==> config.mk <==
export PLATFORM = sky130hd
export DESIGN_NAME = pool_window_flat
export DESIGN_NICKNAME = d
export VERILOG_FILES = /design/src/rtl/pool_window_if.sv /design/src/rtl/pool_window.sv /design/src/flat_wrapper.sv
export SDC_FILE = /design/constraint.sdc
export NUM_CORES = 1
export LEC_CHECK = 0
export BUFFER_PORTS_ARGS = -buffer_cell sky130_fd_sc_hd__buf_2
export CAP_MARGIN = 20
export CORE_MARGIN = 2
export CORE_UTILIZATION = 55
export CTS_BUF_LIST = sky130_fd_sc_hd__clkbuf_4 sky130_fd_sc_hd__clkbuf_8
export CTS_CLUSTER_SIZE = 16
export DETAILED_ROUTE_END_ITERATION = 6
export GPL_ROUTABILITY_DRIVEN = 0
export PLACE_DENSITY = 0.76
export SLEW_MARGIN = 10
export SYNTH_ARGS = -nofsm -noshare
export SYNTH_HDL_FRONTEND = slang
export SYNTH_SLANG_ARGS = --single-unit
==> constraint.sdc <==
create_clock -name clk -period 4.55 [get_ports clk]
set_clock_uncertainty 0.15 [all_clocks]
set_input_delay 0 -clock clk [delete_from_list [all_inputs] [get_ports clk]]
set_output_delay 0 -clock clk [all_outputs]
set_load 0.05 [all_outputs]
==> src/rtl/pool_window_if.sv <==
// Upstream sample bus and downstream result bus for the pooling stage.
// The pooling stage sits on the slave side of this interface.
interface pool_window_if #(
    parameter int NUM_WIDTH = 16,
    parameter int NUM_CHAN  = 4
);
    logic [NUM_CHAN*NUM_WIDTH-1:0] up_data;
    logic                          up_valid;
    logic [NUM_CHAN*NUM_WIDTH-1:0] dn_data;
    logic                          dn_valid;

    modport master (
        output up_data,
        output up_valid,
        input  dn_data,
        input  dn_valid
    );

    modport slave (
        input  up_data,
        input  up_valid,
        output dn_data,
        output dn_valid
    );
endinterface

==> src/rtl/pool_window.sv <==
// Multi-channel pooling stage: folds each window of 2^WIN_LOG2 valid samples
// per channel into a signed maximum or a floored signed average.
module pool_window #(
    parameter int NUM_WIDTH = 16,
    parameter int NUM_CHAN  = 4,
    parameter int WIN_LOG2  = 2
) (
    input  logic          clk,
    input  logic          rst_n,
    input  logic          restart,
    input  logic          cfg_mode,
    pool_window_if.slave  bus
);
    localparam int DW = NUM_CHAN * NUM_WIDTH;
    localparam int AW = NUM_WIDTH + WIN_LOG2;
    localparam int CW = (WIN_LOG2 > 0) ? WIN_LOG2 : 1;
    localparam logic [CW-1:0] LAST_CNT = CW'((1 << WIN_LOG2) - 1);

    logic [DW-1:0]        s1_data;
    logic                 s1_valid;
    logic                 s1_restart;
    logic                 s1_mode;

    logic [CW-1:0]        count;
    logic [CW-1:0]        eff_count;
    logic                 pending;
    logic                 mode_q;
    logic                 s2_done;
    logic                 first;
    logic                 last;
    logic                 eff_mode;

    logic signed [AW-1:0] acc      [NUM_CHAN];
    logic signed [AW-1:0] acc_next [NUM_CHAN];
    logic signed [AW-1:0] sample;
    logic signed [AW-1:0] shifted;
    logic [DW-1:0]        result;

    // A restart (fresh or still pending) makes the current sample count 0.
    always_comb begin
        eff_count = (s1_restart || pending) ? '0 : count;
        first     = (eff_count == '0);
        last      = (eff_count == LAST_CNT);
        eff_mode  = first ? s1_mode : mode_q;
        sample    = '0;
        for (int c = 0; c < NUM_CHAN; c++) begin
            acc_next[c] = acc[c];
            sample      = AW'($signed(s1_data[c*NUM_WIDTH +: NUM_WIDTH]));
            if (first) begin
                acc_next[c] = sample;
            end else if (eff_mode) begin
                acc_next[c] = acc[c] + sample;
            end else if (sample > acc[c]) begin
                acc_next[c] = sample;
            end
        end
    end

    always_comb begin
        result  = '0;
        shifted = '0;
        for (int c = 0; c < NUM_CHAN; c++) begin
            shifted = acc[c] >>> WIN_LOG2;
            result[c*NUM_WIDTH +: NUM_WIDTH] = mode_q ? shifted[NUM_WIDTH-1:0]
                                                      : acc[c][NUM_WIDTH-1:0];
        end
    end

    // S3 reads acc/mode_q before S2 overwrites them with the next window's sample 0.
    always_ff @(posedge clk) begin
        if (!rst_n) begin
            s1_data      <= '0;
            s1_valid     <= 1'b0;
            s1_restart   <= 1'b0;
            s1_mode      <= 1'b0;
            count        <= '0;
            pending      <= 1'b0;
            mode_q       <= 1'b0;
            s2_done      <= 1'b0;
            for (int c = 0; c < NUM_CHAN; c++) begin
                acc[c] <= '0;
            end
            bus.dn_data  <= '0;
            bus.dn_valid <= 1'b0;
        end else begin
            s1_data    <= bus.up_data;
            s1_valid   <= bus.up_valid;
            s1_restart <= restart;
            s1_mode    <= cfg_mode;

            s2_done <= 1'b0;
            if (s1_valid) begin
                for (int c = 0; c < NUM_CHAN; c++) begin
                    acc[c] <= acc_next[c];
                end
                mode_q  <= eff_mode;
                count   <= last ? '0 : eff_count + CW'(1);
                pending <= 1'b0;
                s2_done <= last;
            end else if (s1_restart) begin
                count   <= '0;
                pending <= 1'b1;
            end

            bus.dn_valid <= s2_done;
            if (s2_done) begin
                bus.dn_data <= result;
            end
        end
    end
endmodule
==> src/flat_wrapper.sv <==
// flat-port wrapper written by rule: the top's interface ports become plain ports
module pool_window_flat 
#(
    parameter int NUM_WIDTH = 16,
    parameter int NUM_CHAN  = 4,
    parameter int WIN_LOG2  = 2
)
  (clk, rst_n, restart, cfg_mode, bus_up_data, bus_up_valid, bus_dn_data, bus_dn_valid);
  pool_window_if #(.NUM_WIDTH(NUM_WIDTH), .NUM_CHAN(NUM_CHAN)) bus_i ();
  input  logic clk;
  input  logic rst_n;
  input  logic restart;
  input  logic cfg_mode;
  input wire logic [$bits(bus_i.up_data)-1:0] bus_up_data;
  input wire logic [$bits(bus_i.up_valid)-1:0] bus_up_valid;
  output wire logic [$bits(bus_i.dn_data)-1:0] bus_dn_data;
  output wire logic [$bits(bus_i.dn_valid)-1:0] bus_dn_valid;
  assign bus_i.up_data = bus_up_data;
  assign bus_i.up_valid = bus_up_valid;
  assign bus_dn_data = bus_i.dn_data;
  assign bus_dn_valid = bus_i.dn_valid;
  pool_window #(.NUM_WIDTH(NUM_WIDTH), .NUM_CHAN(NUM_CHAN), .WIN_LOG2(WIN_LOG2)) u_core (.clk(clk), .rst_n(rst_n), .restart(restart), .cfg_mode(cfg_mode), .bus(bus_i));
endmodule
======== Word level (Yosys, flattened, before mapping) ========
Memory sizes are Yosys's and may differ from the RTL's.
Cells that the tools add are included.
word-level totals
  bits in registers ....................... 137
  memory bits (writable) .................. 72
  bits of input ports ..................... 69
  word-level logic and storage cells ...... 60
  memories ................................ 1
memory list
  name        depth  bits a word  rd ports  clocked after Yosys merged registers in  write ports  RTL line           RTL
  u_core.acc  4      18           4         0                                        4            pool_window.sv:33  logic signed [AW-1:0] acc [NUM_CHAN];
cells by class
  add/subtract/negate cells ............... 5
  order comparisons ....................... 4
  equal/unequal tests ..................... 1
  muxes and demuxes ....................... 29
  bitwise logic cells ..................... 5
  reductions and logical operators ........ 5
operators with widths
  kind                                                            count
  18-bit two-way mux                                              16
  18-bit by 16-bit adder with 18-bit output                       4
  16-bit by 18-bit greater-than comparator with 1-bit output      4
  16-bit two-way mux                                              4
  2-bit two-way mux                                               4
  1-bit two-way mux                                               5
  1-bit OR                                                        4
  2-bit by 1-bit adder with 2-bit output (second input constant)  1
  2-bit equality test (second input constant)                     1
  2-bit logical NOT                                               1
  2-bit AND reduction                                             1
  2-bit nonzero test                                              1
  2-bit OR reduction                                              1
  1-bit logical OR                                                1
  1-bit inverter                                                  1

======== Logic depth before layout (Yosys ltp) ========
Gate-level depths: netlist (run 1).
  word-level depth ........................ 7
  depth in mapped cells ................... 10

======== Worst setup path after synthesis (run 1) ========
OpenSTA, ideal clock, no wires.
  path kind ............................... register -> register
  start point ............................. memory u_core.acc[1][9] (netlist bit)
  end point ............................... memory u_core.acc[1][0] (netlist bit), enable pin
  library setup time ...................... 0.421 ns
  arrival time ............................ 3.062 ns
  required time ........................... 3.979 ns
  slack ................................... 0.917 ns
  cell stages (with the launch flop) ...... 10
  buffers on the path ..................... 0
  path through ............................ edfxtp_1 inv_1 ha_1 inv_1 nor3_1 nand4_1 o211ai_1 a211oi_1 and3_1 o31ai_1
RTL lines
  item         RTL line
  from (decl)  pool_window.sv:33

==> impl_metrics.csv, run 1 <==
group,metric,value,unit
run_status,status,"finished, final reports clean",
cts,cts_resized,0,
grt,track_usage,25.52,%
cells_and_area,final_net_count,1863,
placement,io_buffers,133,
drt,detail-route-antenna-nets,0,
grt,grtUsageMet2,43.60,%
synth,ys_seq_elements,209,
synth,synth_top_area_share,20.95,%
die,die_h,158.3,um
hold_path,hold_depth,3,
synth,seq_area_frac_synth,37.47,%
cells_and_area,stdcell_area,15630,sq um
worst_setup_path,reg2regPathDepth,10,
die,initial_core_util,55.93,%
sta,period_needed,3.324,ns
synth,avgSynthCellArea,9.008,sq um
synth,netlist_instances,1453,
synth,yosys-top-cells-area,"dfxtp_1 21%, edfxtp_1 17%, ha_1 14%, o211a_1 4.9%, a21oi_1 4.2%",
worst_setup_path,criticalPathCategory,"flop to flop",
grt,grtUsageMet1,33.19,%
sta,rsz0062_at_grt,"no",
sta,final_hold_viol_count,0,
synth,ys_async_sr_fraction,0,%
grt,grt_pass1_wl,51.99,mm
cells_and_area,final_layout_size_suffix_gt1_share,13.56,%
drt,drc,0,
sta,finalCritPeriodShare,73.05,%
cells_and_area,final_cell_mix,"142 x ha_1, 135 x dfxtp_1, 134 x inv_1, 132 x buf_2, 111 x a21oi_1",
power,p_leak,7.240,nW
worst_setup_path,slowest_delay,0.66,ns
grt,grt_max_degree,98,
placement,preCtsSetupSlack,1.261,ns
grt,antenna_found_initial,0,
drt,drtIter0Drc,654,
cells_and_area,syn_to_final_growth,19.39,%
sta,holdWs,0.05791,ns
sta,max_clock_freq,300.9,MHz
worst_setup_path,crit_top_cell,"inv_1",
die,pin_count,134,
synth,synth_edf_count,72,
die,die_w,158.3,um
sta,worstMarginPinSlew,0.9927,ns
synth,ys.flop_type,"dfxtp_1",
cts,clockBufferDepth,3,
synth,synth_nets,1668,
die,dieArea,25050,sq um
worst_setup_path,path_cells,"inv_1 > ha_1 > inv_1 > nor3_1 > nand4_1 > o211ai_1 > a211oi_1 > and3_1 > o31ai_2 > buf_4",
job,drv_cap,0,
cells_and_area,n_antenna_cell,0,
sta,tns,0,ns
drt,vias,11210,
sta,timing.final.ws_setup,1.226,ns
cells_and_area,layout_commonest_cell,"ha_1",
grt,overflow,0,
cells_and_area,finalNonFillerCells,1993,
worst_setup_path,worst_setup_path_start_kind,"flop",
cts,clk_pin_slew_worst_paths,0.06,ns
power,ir_worst_vdd,300.2,uV
worst_setup_path,critPathTopFamily,"compound AO/OA/AOI/OAI gates",
sta,final-max-slew-violation-count,0,
cts,clk_latency,0.53,ns
worst_setup_path,cp.arrival,3.39,ns
synth,synth_largest_area_cell,"dfxtp_1",
power,powerDensity,327.2,nW/um^2
placement,dp_hpwl,21.63,mm
synth,synth_cell_types,66,
worst_setup_path,worst-path-buf-inv,3,
die,rows,56,
sta,slew_headroom,33.82,%
placement,placed_cells,1846,
grt,grt_pass1_vias,10860,
cts,cts_tree,"done",
die,coreArea,23400,sq um
synth,yosys_warnings,0,
drt,wl_per_cell,16.11,um
drt,wl,32.10,mm
placement,dpl_cell_area,14010,sq um
grt,top_usage_layer,"met2",
grt,grtUsageMet3,4.273,%
cts,cts_made_buffers,35,
drt,drt-vias-per-instance,5.623,
worst_setup_path,worst-path-stages,10,
synth,synth_area,13090,sq um
worst_setup_path,crit_path_max_fanout,12,
worst_setup_path,required,4.62,ns
cts,cts_sinks,209,
sta,setup_viol_count_final,0,
drt,dr.pass1.iters,5,
worst_setup_path,slowest_stage,"o31ai_2",
worst_setup_path,endpoint_kind,"flop",
cts,htree_num_levels,2,
cts,root_buffer,"clkbuf_8",
hold_path,hold_class,"primary input to flop",
==> metal layers <==
metal  vias to the layer above  part of all wire, %
li1                       5562                    -
met1                      5286                   45
met4                         0                  2.2
met2                       304                   48
met3                        55                  5.1
met5                         -                    0
==> per-stage QoR <==
| stage | power, mW | util (%) |
|---|---|---|
| 2_1_floorplan | 2.965 | - |
| 3_3_place_gp | 3.205 | 59.85 |
| 3_5_place_dp | 3.230 | 59.85 |
| 4_1_cts | 5.136 | 66.77 |
| 5_1_grt | 5.362 | 66.77 |
| 6_report | 5.112 | 66.77 |
==> state kept, by name, summed over array words and instances (netlist names) <==
name,cells
u_core.s1_valid,1
u_core.count,2
u_core.s2_done,1
u_core.s1_mode,1
u_core.bus.dn_data,64
u_core.s1_data,64
u_core.acc,72
u_core.pending,1
u_core.mode_q,1
u_core.bus.dn_valid,1
u_core.s1_restart,1
==> cells by family (layout without fill, tap and decap cells) <==
family / after synthesis / in the layout / share of synthesized area (%)
mux: 4 / 4 / 0.3059
fa+ha+maj: 146 / 146 / 14.19
simple gates: 395 / 395 / 14.70
xor+xnor: 54 / 54 / 3.613
buf+inv: 209 / 430 / 6.013
flops: 209 / 209 / 37.47
compound gates: 436 / 436 / 23.71
==> timing repair <==
action	4_1_cts	5_1_grt
buffers inserted	0	0
setup endpoints to repair	0	0
endpoints found under the hold margin	90	0
hold buffers	84	0
==> worst reg2reg max path: stages, from the launching register on <==
cell,delay (ns)
edfxtp_1,0.38
inv_1,0.07
ha_1,0.34
inv_1,0.11
nor3_1,0.29
nand4_1,0.15
o211ai_1,0.20
a211oi_1,0.11
and3_1,0.18
o31ai_2,0.66
buf_4,0.36
==> worst paths after layout <==
path                               start                     end  slack (ns)
setup / recovery        u_core.acc[2][9]       u_core.acc[2][14]        1.23
hold / removal           bus_up_data[10]      u_core.s1_data[10]        0.06
setup reg to reg        u_core.acc[2][9]       u_core.acc[2][14]        1.23
hold reg to reg   u_core.bus.dn_data[24]  u_core.bus.dn_data[24]        0.32
==> synth_stat cells (all sizes together) (4+ instances only) <==
cell	n
ha	142
dfxtp	137
inv	137
a21oi	111
nor2	107
nand2	105
and2	72
edfxtp	72
o211ai	70
clkbuf	65
o211a	64
o21ai	57
xnor2	47
a211oi	34
nand2b	24
nand4	19
a21o	15
nor2b	15
nor3	15
o31ai	15
o21bai	12
nand3	10
a311oi	7
buf	7
xor2	7
a221oi	6
and3	6
or3	6
a2111oi	5
a31oi	5
o21a	5
or2	5
a221o	4
fa	4
mux2i	4
nor4	4
o311ai	4
==> final cells by class <==
| class | count | area, sq um |
|---|---|---|
| clock inverter | 7 | 83.83 |
| multi-input combinational | 1035 | 7415 |
| timing repair buffer | 230 | 1607 |
| tap | 319 | 399.1 |
| fill | 1920 | 7776 |
| sequential | 209 | 4912 |
| clock buffer | 56 | 695.7 |
| inverter | 137 | 514.2 |
==> power breakdown <==
part	internal [mW]	switching, mW	total (mW)
Combinational	0.449	0.630	1.08
Sequential	2.07	0.116	2.19
Clock	1.08	0.762	1.84
Total	3.60	1.51	5.11
Power figures use the tool's default switching activity.
==> run 2, diff against run 1 <==
==> constraint.sdc (replaced) <==
create_clock -name clk -period 3.3 [get_ports clk]
set_clock_uncertainty 0.15 [all_clocks]
set_input_delay 0 -clock clk [delete_from_list [all_inputs] [get_ports clk]]
set_output_delay 0 -clock clk [all_outputs]
set_load 0.05 [all_outputs]
==> run 2 against run 1 <==
Net effect: first-iteration DRC count up 26%; cell area grew 1.2%; total power up 37%; flip-flop and latch count unchanged; utilization rose by 0.81 points; hold slack improved by 0.012 ns; final cell count increased by 1.1%; count of clock-buffer cells in the layout rose by 4; critical path depth is 1 lower; fmax rose by 15%; sequential share of layout area shrank 0.38 points; die area unchanged.
==> impl_metrics.csv, run 2 (same netlist as run 1, synthesis figures left out) <==
group,metric,value,unit
cts,clk_pin_slew_worst_paths,0.06,ns
sta,timing.final.ws_setup,0.4076,ns
cts,ctsHoldBuffers,102,
worst_setup_path,reg2regPathDepth,9,
worst_setup_path,required,3.31,ns
cells_and_area,layout_commonest_cell,"ha_1",
worst_setup_path,reg2reg_slack,0.41,ns
die,rows,56,
die,dieArea,25050,sq um
worst_setup_path,cp.arrival,2.90,ns
worst_setup_path,crit_top_cell,"a21oi_1",
drt,drtIter0Drc,825,
die,coreArea,23400,sq um
worst_setup_path,slowest_stage,"a31o_2",
grt,track_usage,25.50,%
job,drv_cap,0,
power,ir_worst_vdd,282.7,uV
cells_and_area,n_antenna_cell,0,
cts,cts_setup_buffers,0,
power,clkPwrFrac,35.1,%
worst_setup_path,worstReg2RegStart,"u_core.acc[3][4]",
power,cell_internal_pwr,4.918,mW
die,die_w,158.3,um
sta,slew_headroom,41.89,%
grt,grt_max_degree,73,
worst_setup_path,critical_path.startpoint,"u_core.acc[3][4]",
sta,rsz0062_at_grt,"no",
sta,final_hold_viol_count,0,
worst_setup_path,endpoint_kind,"flop",
cts,cts_sinks,209,
worst_setup_path,crit_path_max_fanout,18,
cells_and_area,final_util,67.58,%
drt,vias,11320,
cts,htree_num_levels,2,
hold_path,hold_class,"primary input to flop",
worst_setup_path,slowest_delay,0.53,ns
drt,drc,0,
cts,cts_made_buffers,37,
power,p_leak,7.348,nW
cts,root_buffer,"clkbuf_8",
worst_setup_path,worstReg2RegEnd,"u_core.acc[3][2]",
cells_and_area,final_cell_mix,"142 x ha_1, 135 x dfxtp_1, 134 x inv_1, 132 x buf_2, 111 x a21oi_1",
power,powerDensity,441.5,nW/um^2
cts,cts_resized,0,
drt,drt-vias-per-instance,5.616,
cells_and_area,top_register,"u_core.acc",
sta,tns,0,ns
worst_setup_path,critPathCapture,"u_core.acc[3][2]",
cells_and_area,final_layout_size_suffix_gt1_share,13.68,%
placement,preCtsSetupSlack,0.4207,ns
sta,final-max-slew-violation-count,0,
grt,grt_pass1_vias,11050,
worst_setup_path,path_cells,"inv_1 > ha_1 > a21o_1 > a21oi_1 > a21oi_1 > o41ai_1 > o211ai_1 > xnor2_1 > a31o_2",
drt,dr.pass1.iters,7,
worst_setup_path,worst-path-buf-inv,1,
cells_and_area,largest_reg_flops,72,
run_status,status,"finished, final reports clean",
cts,clk_latency,0.52,ns
die,die_h,158.3,um
power,total_power,6.983,mW
cells_and_area,top_regs,"u_core.acc: 72 flops, u_core.bus.dn_data: 64 flops, u_core.s1_data: 64 flops",
grt,grt_pass1_wl,52.07,mm
grt,antenna_found_initial,0,
cts,clockBufferDepth,3,
power,power_frac_seq,43.1,%
power,p_sw_share,29.57,%
worst_setup_path,critPathTopFamily,"compound AO/OA/AOI/OAI gates",
worst_setup_path,worst_setup_path_start_kind,"flop",
sta,setup_viol_count_final,0,
drt,detail-route-antenna-nets,0,
grt,overflow,0,
cts,cts_tree,"done",
placement,dp_hpwl,21.71,mm
die,initial_core_util,55.93,%
drt,wl,31.83,mm
sta,period_needed,2.892,ns
sta,worstMarginPinSlew,0.8685,ns
sta,finalCritPeriodShare,87.65,%
drt,wl_per_cell,15.79,um
worst_setup_path,criticalPathCategory,"flop to flop",
sta,max_clock_freq,345.7,MHz
power,switching_power,2.065,mW
placement,io_buffers,133,
power,p_comb_share,21.7,%
cells_and_area,final_net_count,1887,
cells_and_area,syn_to_final_growth,20.84,%
die,pin_count,134,
worst_setup_path,worst-path-stages,9,
run 2: worst min path at each step:
stage | startpoint | end | depth (start not counted)
final | bus_up_data[28] | u_core.s1_data[28] | 3
after global routing | bus_up_data[23] | u_core.s1_data[23] | 3
after CTS | bus_up_data[21] | u_core.s1_data[21] | 3
after detailed placement | bus_up_data[48] | u_core.s1_data[48] | 2
after global placement | bus_up_data[23] | u_core.s1_data[23] | 2
after floorplan | bus_up_data[0] | u_core.s1_data[0] | 1
run 2: routing by layer:
metal	track usage, %	vias to the layer above	wire length, um
met4	9.138	0	936
met2	43.31	328	14910
met3	3.729	82	1644
met1	33.18	5302	14330
li1	-	5604	-
met5	0	-	0
run 2: cell type report:
cell class / instances / area, sq um
well taps: 319 / 399.1
multi-input cells: 1035 / 7415
flip-flops and latches: 209 / 4912
clock inverters: 3 / 40.04
inverters: 137 / 514.2
repair buffers: 252 / 1829
clock buffers: 60 / 706.9
fillers: 1869 / 7586
run 2: per-stage QoR:
stage               area, sq um  cells  hold slack [ns]
detailed placement        14050   1850          0.05811
floorplan                 13100   1453         -0.02271
CTS                       15820   2015          0.03696
finish                    15820   2015          0.06997
global route              15820   2015          0.05785
global placement          14050   1850          0.05673
run 2: worst reg2reg max path, delay by kind of cell, from the launching register on:
kind	cells	cell delay, ns
compound gates	6	1.35
xor+xnor	1	0.16
fa+ha+maj	1	0.32
buf+inv	1	0.11
flops	1	0.42
run 2: power by group through the flow:
stage	logic [mW]	registers (mW)	clock network, mW
4_1_cts	1.49	3.01	2.50
6_report	1.52	3.01	2.45
2_1_floorplan	1.07	3.02	0
3_3_place_gp	1.37	3.05	0
5_1_grt	1.69	3.04	2.60
3_5_place_dp	1.39	3.06	0
==> run 3, diff against run 2 <==
--- a/config.mk
+++ b/config.mk
@@ -7,13 +7,15 @@
 export LEC_CHECK = 0
 export BUFFER_PORTS_ARGS = -buffer_cell sky130_fd_sc_hd__buf_2
 export CAP_MARGIN = 20
+export CELL_PAD_IN_SITES_DETAIL_PLACEMENT = 0
+export CELL_PAD_IN_SITES_GLOBAL_PLACEMENT = 1
 export CORE_MARGIN = 2
-export CORE_UTILIZATION = 55
+export CORE_UTILIZATION = 47
 export CTS_BUF_LIST = sky130_fd_sc_hd__clkbuf_4 sky130_fd_sc_hd__clkbuf_8
 export CTS_CLUSTER_SIZE = 16
 export DETAILED_ROUTE_END_ITERATION = 6
 export GPL_ROUTABILITY_DRIVEN = 0
-export PLACE_DENSITY = 0.76
+export PLACE_DENSITY = 0.83
 export SLEW_MARGIN = 10
 export SYNTH_ARGS = -nofsm -noshare
 export SYNTH_HDL_FRONTEND = slang
==> run 3 against run 2 <==
Net effect: wire length grew 2.8%; largest cell class unchanged; critical endpoint unchanged; hold slack lost 0.023 ns; combinational power is essentially flat; fmax shrank 0.65%; global-route usage shrank 3.3 points; die area grew 17%; via count shrank 2.3%.
==> impl_metrics.csv, run 3 (same netlist as run 1, synthesis figures left out) <==
group,metric,value,unit
power,power_frac_seq,41.6,%
grt,grt_max_degree,95,
drt,dr.pass1.iters,5,
drt,drtIter0Drc,637,
cells_and_area,top_regs,"u_core.acc: 72 flops, u_core.bus.dn_data: 64 flops, u_core.s1_data: 64 flops",
sta,tns,0,ns
sta,setup_viol_count_final,0,
cts,root_buffer,"clkbuf_8",
drt,drc,0,
sta,rsz0062_at_grt,"no",
drt,wl_per_cell,15.79,um
cts,htree_num_levels,2,
cts,clockBufferDepth,3,
run_status,status,"finished, final reports clean",
worst_setup_path,worstReg2RegEnd,"u_core.acc[3][2]",
sta,max_clock_freq,343.5,MHz
power,powerDensity,456.5,nW/um^2
die,die_h,170.9,um
placement,io_buffers,133,
grt,grt_pass1_vias,10830,
sta,final-max-slew-violation-count,0,
power,p_leak,7.347,nW
drt,wl,32.71,mm
sta,finalCritPeriodShare,88.22,%
cells_and_area,seq_area,4912,sq um
sta,final_hold_viol_count,0,
drt,drt-vias-per-instance,5.336,
cells_and_area,fill_cells,2556,
die,rows,61,
die,dieArea,29200,sq um
cts,cts_tree,"done",
hold_path,hold_depth,3,
cells_and_area,layout_commonest_cell,"ha_1",
sta,period_needed,2.911,ns
hold_path,min_to,"u_core.s1_data[60]",
cts,cts_sinks,209,
grt,grt_pass1_wl,53.05,mm
placement,dp_hpwl,22.84,mm
worst_setup_path,worstReg2RegStart,"u_core.acc[3][4]",
hold_path,hold_class,"primary input to flop",
cells_and_area,largest_reg_flops,72,
worst_setup_path,reg2regPathDepth,9,
worst_setup_path,reg2reg_slack,0.39,ns
worst_setup_path,endpoint_kind,"flop",
power,cell_internal_pwr,5.126,mW
worst_setup_path,required,3.32,ns
sta,holdWs,0.04653,ns
cts,clk_latency,0.54,ns
power,ir_worst_vdd,367.8,uV
power,p_comb_share,20.7,%
die,coreArea,27630,sq um
power,switching_power,2.134,mW
grt,overflow,0,
drt,vias,11060,
cells_and_area,multi_input_area,7415,sq um
power,total_power,7.260,mW
die,die_w,170.9,um
sta,worstMarginPinSlew,0.9401,ns
cells_and_area,n_antenna_cell,0,
worst_setup_path,cp.arrival,2.93,ns
cells_and_area,syn_to_final_growth,21.51,%
cells_and_area,top_register,"u_core.acc",
cts,cts_made_buffers,39,
cells_and_area,final_layout_size_suffix_gt1_share,13.99,%
cells_and_area,final_net_count,1879,
sta,slew_headroom,37.10,%
die,pin_count,134,
hold_path,worstHoldStart,"bus_up_data[60]",
cts,clk_pin_slew_worst_paths,0.06,ns
worst_setup_path,crit_path_max_fanout,18,
grt,antenna_found_initial,0,
grt,track_usage,22.24,%
drt,detail-route-antenna-nets,0,
cts,cts_setup_buffers,0,
worst_setup_path,worst_setup_path_start_kind,"flop",
power,clkPwrFrac,37.7,%
cells_and_area,final_util,57.56,%
worst_setup_path,criticalPathCategory,"flop to flop",
job,drv_cap,0,
die,initial_core_util,47.37,%
power,p_sw_share,29.40,%
cells_and_area,final_cell_mix,"142 x ha_1, 135 x dfxtp_1, 134 x inv_1, 132 x buf_2, 111 x a21oi_1",
run 3: cell count changes in the layout (fill, tap and decap cells not counted):
cell	delta
buf_4	+1
bufinv_16	+1
clkbuf_4	-6
clkbuf_8	+8
clkinv_1	+4
dlygate4sd3_1	-11
inv_4	+1
run 3: how the worst max path moves through the flow:
stage	from	to	slack (ns)
3_5_place_dp	u_core.acc[3][4]	u_core.acc[3][13]	0.37
5_1_grt	u_core.acc[2][0]	u_core.acc[2][16]	0.19
6_report	u_core.acc[3][4]	u_core.acc[3][2]	0.39
3_3_place_gp	u_core.acc[3][4]	u_core.acc[3][12]	0.46
4_1_cts	u_core.acc[3][4]	u_core.acc[3][10]	0.37
2_1_floorplan	u_core.acc[0][8]	u_core.acc[0][0]	0.20
run 3: final cells by class:
class / instances / area share [%]
sequential: 209 / 30.89
clock inverter: 9 / 0.5743
inverter: 137 / 3.233
clock buffer: 62 / 4.854
timing repair buffer: 242 / 10.86
tap: 378 / 2.974
multi-input combinational: 1035 / 46.62
run 3: routing by layer:
| metal | part of all wire (%) | global-route usage (%) |
|---|---|---|
| met1 | 47 | 29.65 |
| met2 | 46 | 37.04 |
| met3 | 4.4 | 3.123 |
| met4 | 2.7 | 7.664 |
| met5 | 0 | 0 |
run 3: what timing repair did:
item,4_1_cts,5_1_grt
gates resized for setup,0,0
hold buffers,91,0
endpoints found under the hold margin,86,0
run 3: critical path: stages (launching register included):
cell,delay (ns)
edfxtp_1,0.42
inv_1,0.10
ha_1,0.32
a21o_1,0.20
a21oi_1,0.15
a21oi_1,0.09
o41ai_1,0.25
o211ai_1,0.16
xnor2_1,0.16
a31o_2,0.54
run 3: stage by stage:
stage / setup slack, ns / cells / area [sq um]
after CTS: 0.3747 / 2072 / 15900
after global placement: 0.4636 / 1910 / 14130
after detailed placement: 0.3672 / 1910 / 14130
after floorplan: 0.1950 / 1453 / 13100
after global routing: 0.1877 / 2072 / 15900
final: 0.3887 / 2072 / 15900
run 3: power by group through the flow:
stage               Combinational, mW  Sequential [mW]  Clock [mW]
floorplan                        1.07             3.02           0
global placement                 1.40             3.06           0
detailed placement               1.41             3.07           0
CTS                              1.50             3.02        2.84
global route                     1.69             3.04        2.94
finish                           1.50             3.02        2.74
